[src/rtl/opr_demux_buffered_if.sv]
// Operand bus between decode (master) and the buffered operand demux (slave).
// Signals:
//   io_flush        master->slave  synchronous clear of every channel FIFO
//   io_in_valid     master->slave  operand request
//   io_in_ready     slave->master  operand taken when valid && ready
//   io_operand      master->slave  operand data
//   io_OPR_sel      master->slave  target channel, broadcast code or invalid
//   io_out_valid    slave->master  per-channel head valid
//   io_out_ready    master->slave  per-channel consumer ready
//   io_out_operand  slave->master  channel c at bits [c*WIDTH +: WIDTH]
//   io_drop_count   slave->master  saturating count of absorbed invalid selects
interface opr_demux_buffered_if #(
  parameter int WIDTH    = 8,
  parameter int CHANNELS = 4,
  parameter int SEL_W    = 3,
  parameter int CNT_W    = 8
);
  logic                      io_flush;
  logic                      io_in_valid;
  logic                      io_in_ready;
  logic [WIDTH-1:0]          io_operand;
  logic [SEL_W-1:0]          io_OPR_sel;
  logic [CHANNELS-1:0]       io_out_valid;
  logic [CHANNELS-1:0]       io_out_ready;
  logic [CHANNELS*WIDTH-1:0] io_out_operand;
  logic [CNT_W-1:0]          io_drop_count;

  modport master (
    output io_flush, io_in_valid, io_operand, io_OPR_sel, io_out_ready,
    input  io_in_ready, io_out_valid, io_out_operand, io_drop_count
  );

  modport slave (
    input  io_flush, io_in_valid, io_operand, io_OPR_sel, io_out_ready,
    output io_in_ready, io_out_valid, io_out_operand, io_drop_count
  );
endinterface

[src/rtl/opr_demux_buffered.sv]
// Buffered operand demultiplexer.
// Steers one operand per accepted request into one of CHANNELS per-channel
// FIFOs (DEPTH entries each), or into all of them on the broadcast select
// (all ones). Any other out-of-range select is accepted, discarded and
// counted in a saturating drop counter.
// Ports:
//   clock  rising-edge clock
//   reset  asynchronous active-low reset
//   bus    opr_demux_buffered_if.slave (handshake, data, flush, drop count)
// Channel state lives in its occupancy count: 0 = empty, DEPTH = full.
// io_in_ready looks only at select, flush and registered occupancy, so a
// pop in the same cycle never frees room for a push.
module opr_demux_buffered #(
  parameter int WIDTH    = 8,
  parameter int CHANNELS = 4,
  parameter int SEL_W    = 3,
  parameter int DEPTH    = 2,
  parameter int CNT_W    = 8
) (
  input logic                 clock,
  input logic                 reset,
  opr_demux_buffered_if.slave bus
);

  localparam int PTR_W  = (DEPTH > 1) ? $clog2(DEPTH) : 1;
  localparam int OCC_W  = $clog2(DEPTH + 1);
  localparam logic [SEL_W-1:0] BCAST_SEL = '1;
  localparam logic [PTR_W-1:0] PTR_LAST  = PTR_W'(DEPTH - 1);
  localparam logic [OCC_W-1:0] OCC_FULL  = OCC_W'(DEPTH);

  logic [WIDTH-1:0] mem_q   [CHANNELS][DEPTH];
  logic [PTR_W-1:0] rd_ptr_q[CHANNELS];
  logic [PTR_W-1:0] wr_ptr_q[CHANNELS];
  logic [OCC_W-1:0] occ_q   [CHANNELS];
  logic [CNT_W-1:0] drop_q;

  logic                      sel_uni;
  logic                      sel_bcast;
  logic                      sel_full;
  logic                      in_ready;
  logic                      accept;
  logic [CHANNELS-1:0]       full;
  logic [CHANNELS-1:0]       not_empty;
  logic [CHANNELS-1:0]       push;
  logic [CHANNELS-1:0]       pop;
  logic [CHANNELS*WIDTH-1:0] out_operand;

  assign sel_uni   = bus.io_OPR_sel < SEL_W'(CHANNELS);
  assign sel_bcast = bus.io_OPR_sel == BCAST_SEL;

  always_comb begin
    // NOTE: every combinational output gets a default first, so no path
    // leaves it unassigned and no latch is inferred.
    full        = '0;
    not_empty   = '0;
    sel_full    = 1'b0;
    out_operand = '0;
    for (int c = 0; c < CHANNELS; c++) begin
      full[c]      = occ_q[c] == OCC_FULL;
      not_empty[c] = occ_q[c] != '0;
      if (bus.io_OPR_sel == SEL_W'(c)) sel_full = full[c];
      // Empty channels read as zero rather than stale storage.
      if (not_empty[c]) out_operand[c*WIDTH +: WIDTH] = mem_q[c][rd_ptr_q[c]];
    end
  end

  always_comb begin
    in_ready = 1'b1;                    // invalid selects are always absorbed
    if (bus.io_flush)   in_ready = 1'b0;
    else if (sel_uni)   in_ready = !sel_full;
    else if (sel_bcast) in_ready = !(|full);  // broadcast is all-or-nothing
  end

  assign accept = bus.io_in_valid && in_ready;

  always_comb begin
    push = '0;
    for (int c = 0; c < CHANNELS; c++) begin
      push[c] = accept && (sel_bcast || (sel_uni && bus.io_OPR_sel == SEL_W'(c)));
    end
  end

  // Pops offered during a flush are ignored; the flush empties everything.
  assign pop = bus.io_flush ? '0 : (not_empty & bus.io_out_ready);

  // NOTE: storage has no reset; occupancy gates the output to zero, so the
  // contents are never observable before being written.
  always_ff @(posedge clock) begin
    for (int c = 0; c < CHANNELS; c++) begin
      if (push[c]) mem_q[c][wr_ptr_q[c]] <= bus.io_operand;
    end
  end

  // NOTE: registered state uses non-blocking assignments only, so every
  // process sees pre-edge values regardless of evaluation order.
  always_ff @(posedge clock or negedge reset) begin
    if (!reset) begin
      for (int c = 0; c < CHANNELS; c++) begin
        rd_ptr_q[c] <= '0;
        wr_ptr_q[c] <= '0;
        occ_q[c]    <= '0;
      end
      drop_q <= '0;
    end else begin
      for (int c = 0; c < CHANNELS; c++) begin
        if (bus.io_flush) begin
          rd_ptr_q[c] <= '0;
          wr_ptr_q[c] <= '0;
          occ_q[c]    <= '0;
        end else begin
          if (push[c]) wr_ptr_q[c] <= (wr_ptr_q[c] == PTR_LAST) ? '0 : wr_ptr_q[c] + 1'b1;
          if (pop[c])  rd_ptr_q[c] <= (rd_ptr_q[c] == PTR_LAST) ? '0 : rd_ptr_q[c] + 1'b1;
          case ({push[c], pop[c]})
            2'b10:   occ_q[c] <= occ_q[c] + 1'b1;
            2'b01:   occ_q[c] <= occ_q[c] - 1'b1;
            default: occ_q[c] <= occ_q[c];
          endcase
        end
      end
      if (accept && !sel_uni && !sel_bcast && drop_q != '1) drop_q <= drop_q + 1'b1;
    end
  end

  assign bus.io_in_ready    = in_ready;
  assign bus.io_out_valid   = not_empty;
  assign bus.io_out_operand = out_operand;
  assign bus.io_drop_count  = drop_q;

endmodule

[src/flat_wrapper.sv]
// flat-port wrapper written by rule: the top's interface ports become plain ports
module opr_demux_buffered_flat 
#(
  parameter int WIDTH    = 8,
  parameter int CHANNELS = 4,
  parameter int SEL_W    = 3,
  parameter int DEPTH    = 2,
  parameter int CNT_W    = 8
)
  (clock, reset, bus_io_flush, bus_io_in_valid, bus_io_operand, bus_io_OPR_sel, bus_io_out_ready, bus_io_in_ready, bus_io_out_valid, bus_io_out_operand, bus_io_drop_count);
  opr_demux_buffered_if #(.WIDTH(WIDTH), .CHANNELS(CHANNELS), .SEL_W(SEL_W), .CNT_W(CNT_W)) bus_i ();
  input logic clock;
  input logic reset;
  input wire logic [$bits(bus_i.io_flush)-1:0] bus_io_flush;
  input wire logic [$bits(bus_i.io_in_valid)-1:0] bus_io_in_valid;
  input wire logic [$bits(bus_i.io_operand)-1:0] bus_io_operand;
  input wire logic [$bits(bus_i.io_OPR_sel)-1:0] bus_io_OPR_sel;
  input wire logic [$bits(bus_i.io_out_ready)-1:0] bus_io_out_ready;
  output wire logic [$bits(bus_i.io_in_ready)-1:0] bus_io_in_ready;
  output wire logic [$bits(bus_i.io_out_valid)-1:0] bus_io_out_valid;
  output wire logic [$bits(bus_i.io_out_operand)-1:0] bus_io_out_operand;
  output wire logic [$bits(bus_i.io_drop_count)-1:0] bus_io_drop_count;
  assign bus_i.io_flush = bus_io_flush;
  assign bus_i.io_in_valid = bus_io_in_valid;
  assign bus_i.io_operand = bus_io_operand;
  assign bus_i.io_OPR_sel = bus_io_OPR_sel;
  assign bus_i.io_out_ready = bus_io_out_ready;
  assign bus_io_in_ready = bus_i.io_in_ready;
  assign bus_io_out_valid = bus_i.io_out_valid;
  assign bus_io_out_operand = bus_i.io_out_operand;
  assign bus_io_drop_count = bus_i.io_drop_count;
  opr_demux_buffered #(.WIDTH(WIDTH), .CHANNELS(CHANNELS), .SEL_W(SEL_W), .DEPTH(DEPTH), .CNT_W(CNT_W)) u_core (.clock(clock), .reset(reset), .bus(bus_i));
endmodule
[config.mk]
export PLATFORM = sky130hd
export DESIGN_NAME = opr_demux_buffered_flat
export DESIGN_NICKNAME = d
export VERILOG_FILES = /design/src/rtl/opr_demux_buffered_if.sv /design/src/rtl/opr_demux_buffered.sv /design/src/flat_wrapper.sv
export SDC_FILE = /design/constraint.sdc
export NUM_CORES = 1
export LEC_CHECK = 0
export ABC_AREA = 1
export CORE_MARGIN = 5
export CORE_UTILIZATION = 55
export CTS_BUF_LIST = sky130_fd_sc_hd__clkbuf_4 sky130_fd_sc_hd__clkbuf_8 sky130_fd_sc_hd__clkbuf_16
export DETAILED_ROUTE_END_ITERATION = 10
export GPL_TIMING_DRIVEN = 1
export PLACE_DENSITY_LB_ADDON = 0.05
export SLEW_MARGIN = 15
export SYNTH_ARGS = -nofsm -noshare
export SYNTH_HDL_FRONTEND = slang
export SYNTH_SLANG_ARGS = --single-unit
[constraint.sdc]
create_clock -name clock -period 3.6 [get_ports clock]
set_input_delay 0.72 -clock clock [delete_from_list [all_inputs] [get_ports clock]]
set_output_delay 0.72 -clock clock [all_outputs]
set_load 0.05 [all_outputs]
==> qor.txt <==
initial core utilization -> 0.5690
met2 usage -> 0.3294
Yosys reg bits -> 88
share of layout cells above drive strength 1 -> 0.09071
initial antenna violation count -> 0
register area share after synthesis -> 0.6489
Detailed Routing Iterations Pass 1 -> 5
drt via density -> 5.236
VDD IR max -> 0.0003840 V
clk_lat worst skew -> 0.36 ns
final hold viol count -> 0
RSZ-0062 raised after global routing -> no
Layout Utilization -> 0.7137
DRC -> 0
Worst-path clk slew -> 0.09 ns
all-layer global routing usage -> 0.2024
Hold Buf Count CTS -> 0
post-CTS resize count -> 0
Layout Nets -> 478
Layout area overhead -> 25.43%
IO buf count -> 63
Most Crowded Layer GR -> met2
CTS tree -> yes
GR Util met3 -> 0.04968
worst path arrival time -> 2.30 ns
CTS H-tree depth -> 3
period utilization -> 0.8385
DIE HEIGHT -> 94.07 um
Vias -> 2927
post-route cell area -> 0.004876 sq mm
Final Max Tran Viols -> 0
Fmax achieved -> 331.3 MHz
synth unique cells -> 27
core footprint -> 0.006832 sq mm
Horiz. Die Dim -> 94.07 um
syn nets -> 404
Clock Skew -> 0.01016 ns
Post-CTS Repair Setup Buffers -> 0
xor and xnor area share after synthesis -> 0.01352
hold crit path type -> register to register
P_leak -> 1.971 nW
DP Wirelength -> 6241 um
initial DRC count -> 151
first-pass GRT wire length -> 13490 um
status -> finished, final reports clean
die area -> 0.008849 sq mm
Compound-Gate Fraction of Synth Area -> 0.06695
CTS Buffer Depth -> 2
Synth Cell Area -> 0.003887 sq mm
Avg WL per Cell -> 15.30 um
crit end category -> primary output
DRT antenna net count -> 0
Max Cap Violations -> 0
PwrDens -> 464.9 mW/mm^2
antenna cells -> 0
number of global-route vias before repair -> 2801
Avg Synthesized Cell Area -> 10.12 sq um
met1 Usage GRT -> 0.2684
post-synthesis mux area share -> 0
adder-cell area share of the yosys netlist -> 0.003219
Tmin final -> 3.019 ns
Cell Area, Placed -> 0.004673 sq mm
Worst Tran Pin Value -> 0.5915 ns
Top-Level Pins -> 64
grt ovf -> 0
WP data required -> 2.88 ns
largest net degree at the start of global routing -> 25
Setup crit start kind -> register
Final setup viols -> 0
largest family of logic cells by synthesized area -> simple AND/OR/NAND/NOR gates
relative slew slack -> 0.6042
routability cong. -> 0.8852
Synth Area in Simple Gates -> 0.2227
setup TNS -> 0 ns
worst-path maximum fanout -> 10
crit path kind -> register to primary output
Synth warnings -> 0
CTS sink cnt -> 88
CTS Buf Count -> 9
WL final -> 8550 um
Fill cells -> 504
Clock Tree Root -> clkbuf_8
# rows -> 30
Cells after Synth -> 384
## cell type report
type,instances,area [sq um],area share
timing repair buffer,70,693.2,0.1422
inverter,39,146.4,0.03002
tap,96,120.1,0.02463
sequential,88,2522,0.5173
clock inverter,7,78.83,0.01617
multi-input combinational,250,1191,0.2443
clock buffer,9,123.9,0.02540
## flip-flops by register name, indices dropped and copies added, names as in the netlist
register,flops
u_core.rd_ptr_q,4
u_core.occ_q,8
u_core.wr_ptr_q,4
u_core.bus.io_drop_count,8
u_core.mem_q,64
## per-layer routing
metal / up-vias / routed length [um]
met3: 12 / 438
met2: 81 / 4098
met4: 0 / 125
li1: 1428 / -
met1: 1406 / 3888
met5: - / 0
## path summary, 6_finish.rpt
check                                                  from                           to  slack (ns)  depth (start not counted)
worst max-delay path                     u_core.rd_ptr_q[1]       bus_io_out_operand[18]        0.58                          4
worst min-delay path            u_core.bus.io_drop_count[6]  u_core.bus.io_drop_count[6]        0.53                          1
worst max register to register              u_core.occ_q[4]          u_core.mem_q[0][10]        1.42                          8
worst min register to register  u_core.bus.io_drop_count[6]  u_core.bus.io_drop_count[6]        0.53                          1
max in group asynchronous                             reset           u_core.rd_ptr_q[2]        2.62                          2
min in group asynchronous                             reset  u_core.bus.io_drop_count[2]        0.72                          2
## stage by stage
stage / hold slack [ns] / instances / power (mW) / setup slack (ns)
floorplan: 0.4244 / 384 / 1.439 / 1.236
global placement: 0.4977 / 543 / 1.589 / 0.7380
detailed placement: 0.5112 / 543 / 1.598 / 0.6416
CTS: 0.5284 / 559 / 2.283 / 0.5973
global route: 0.5426 / 559 / 2.354 / 0.4768
finish: 0.5271 / 559 / 2.267 / 0.5813
## synthesized netlist by cell type
cell type	n	area, sq um
a21oi_1	40	200.2
buf_2	1	5.000
clkbuf_1	6	22.52
clkinv_1	4	15.01
dfrtp_1	24	600.6
edfxtp_1	64	1922
ha_1	1	12.51
inv_1	32	120.1
inv_2	3	11.26
nand2_1	121	454.2
nand2_2	1	6.260
nand3_1	14	70.07
nand3_2	4	40.04
nand3b_1	3	22.52
nand4_1	8	50.05
nand4_2	1	12.51
nand4_4	1	21.27
nor2_1	29	108.9
nor2_2	6	37.54
nor2_4	1	11.26
nor2_8	1	20.02
nor3_1	1	5.000
nor4_1	1	6.260
o21ai_0	8	40.04
o21ai_1	1	5.000
o21bai_1	2	15.01
xor2_1	6	52.55
## critical path, stage by stage, from the launching register on
cell and delay, ns:
dfrtp_1 0.50, clkinv_1 0.22, nand2_1 0.10, a21oi_1 0.26, clkdlybuf4s50_1 0.87
## report_power, final
| part | switching [mW] | internal [mW] | leakage, nW |
|---|---|---|---|
| Sequential | 0.0384 | 1.13 | 0.904 |
| Clock | 0.365 | 0.328 | 0.0977 |
| Combinational | 0.277 | 0.129 | 0.969 |
## cells by family after synthesis
kind of cell             count (synthesis)
AND/OR/NAND/NOR                        192
flip-flops                              88
adder cells (fa/ha/maj)                  1
AO/OA/AOI/OAI                           51
XOR/XNOR                                 6
buffers and inverters                   46
## cell usage in the layout, fill, tap and decap left out, types with 2 or more instances in the layout
cell / n
nand2_1: 121
edfxtp_1: 64
clkdlybuf4s50_1: 62
a21oi_1: 40
inv_1: 32
nor2_1: 29
dfrtp_1: 24
nand3_1: 14
clkbuf_8: 9
o21ai_0: 8
nand4_1: 8
buf_4: 7
nor2_2: 6
xor2_1: 6
clkinv_1: 4
nand3_2: 4
inv_2: 3
nand3b_1: 3
o21bai_1: 2
clkinvlp_4: 2
No activity file was read; power rests on OpenSTA's default activity.
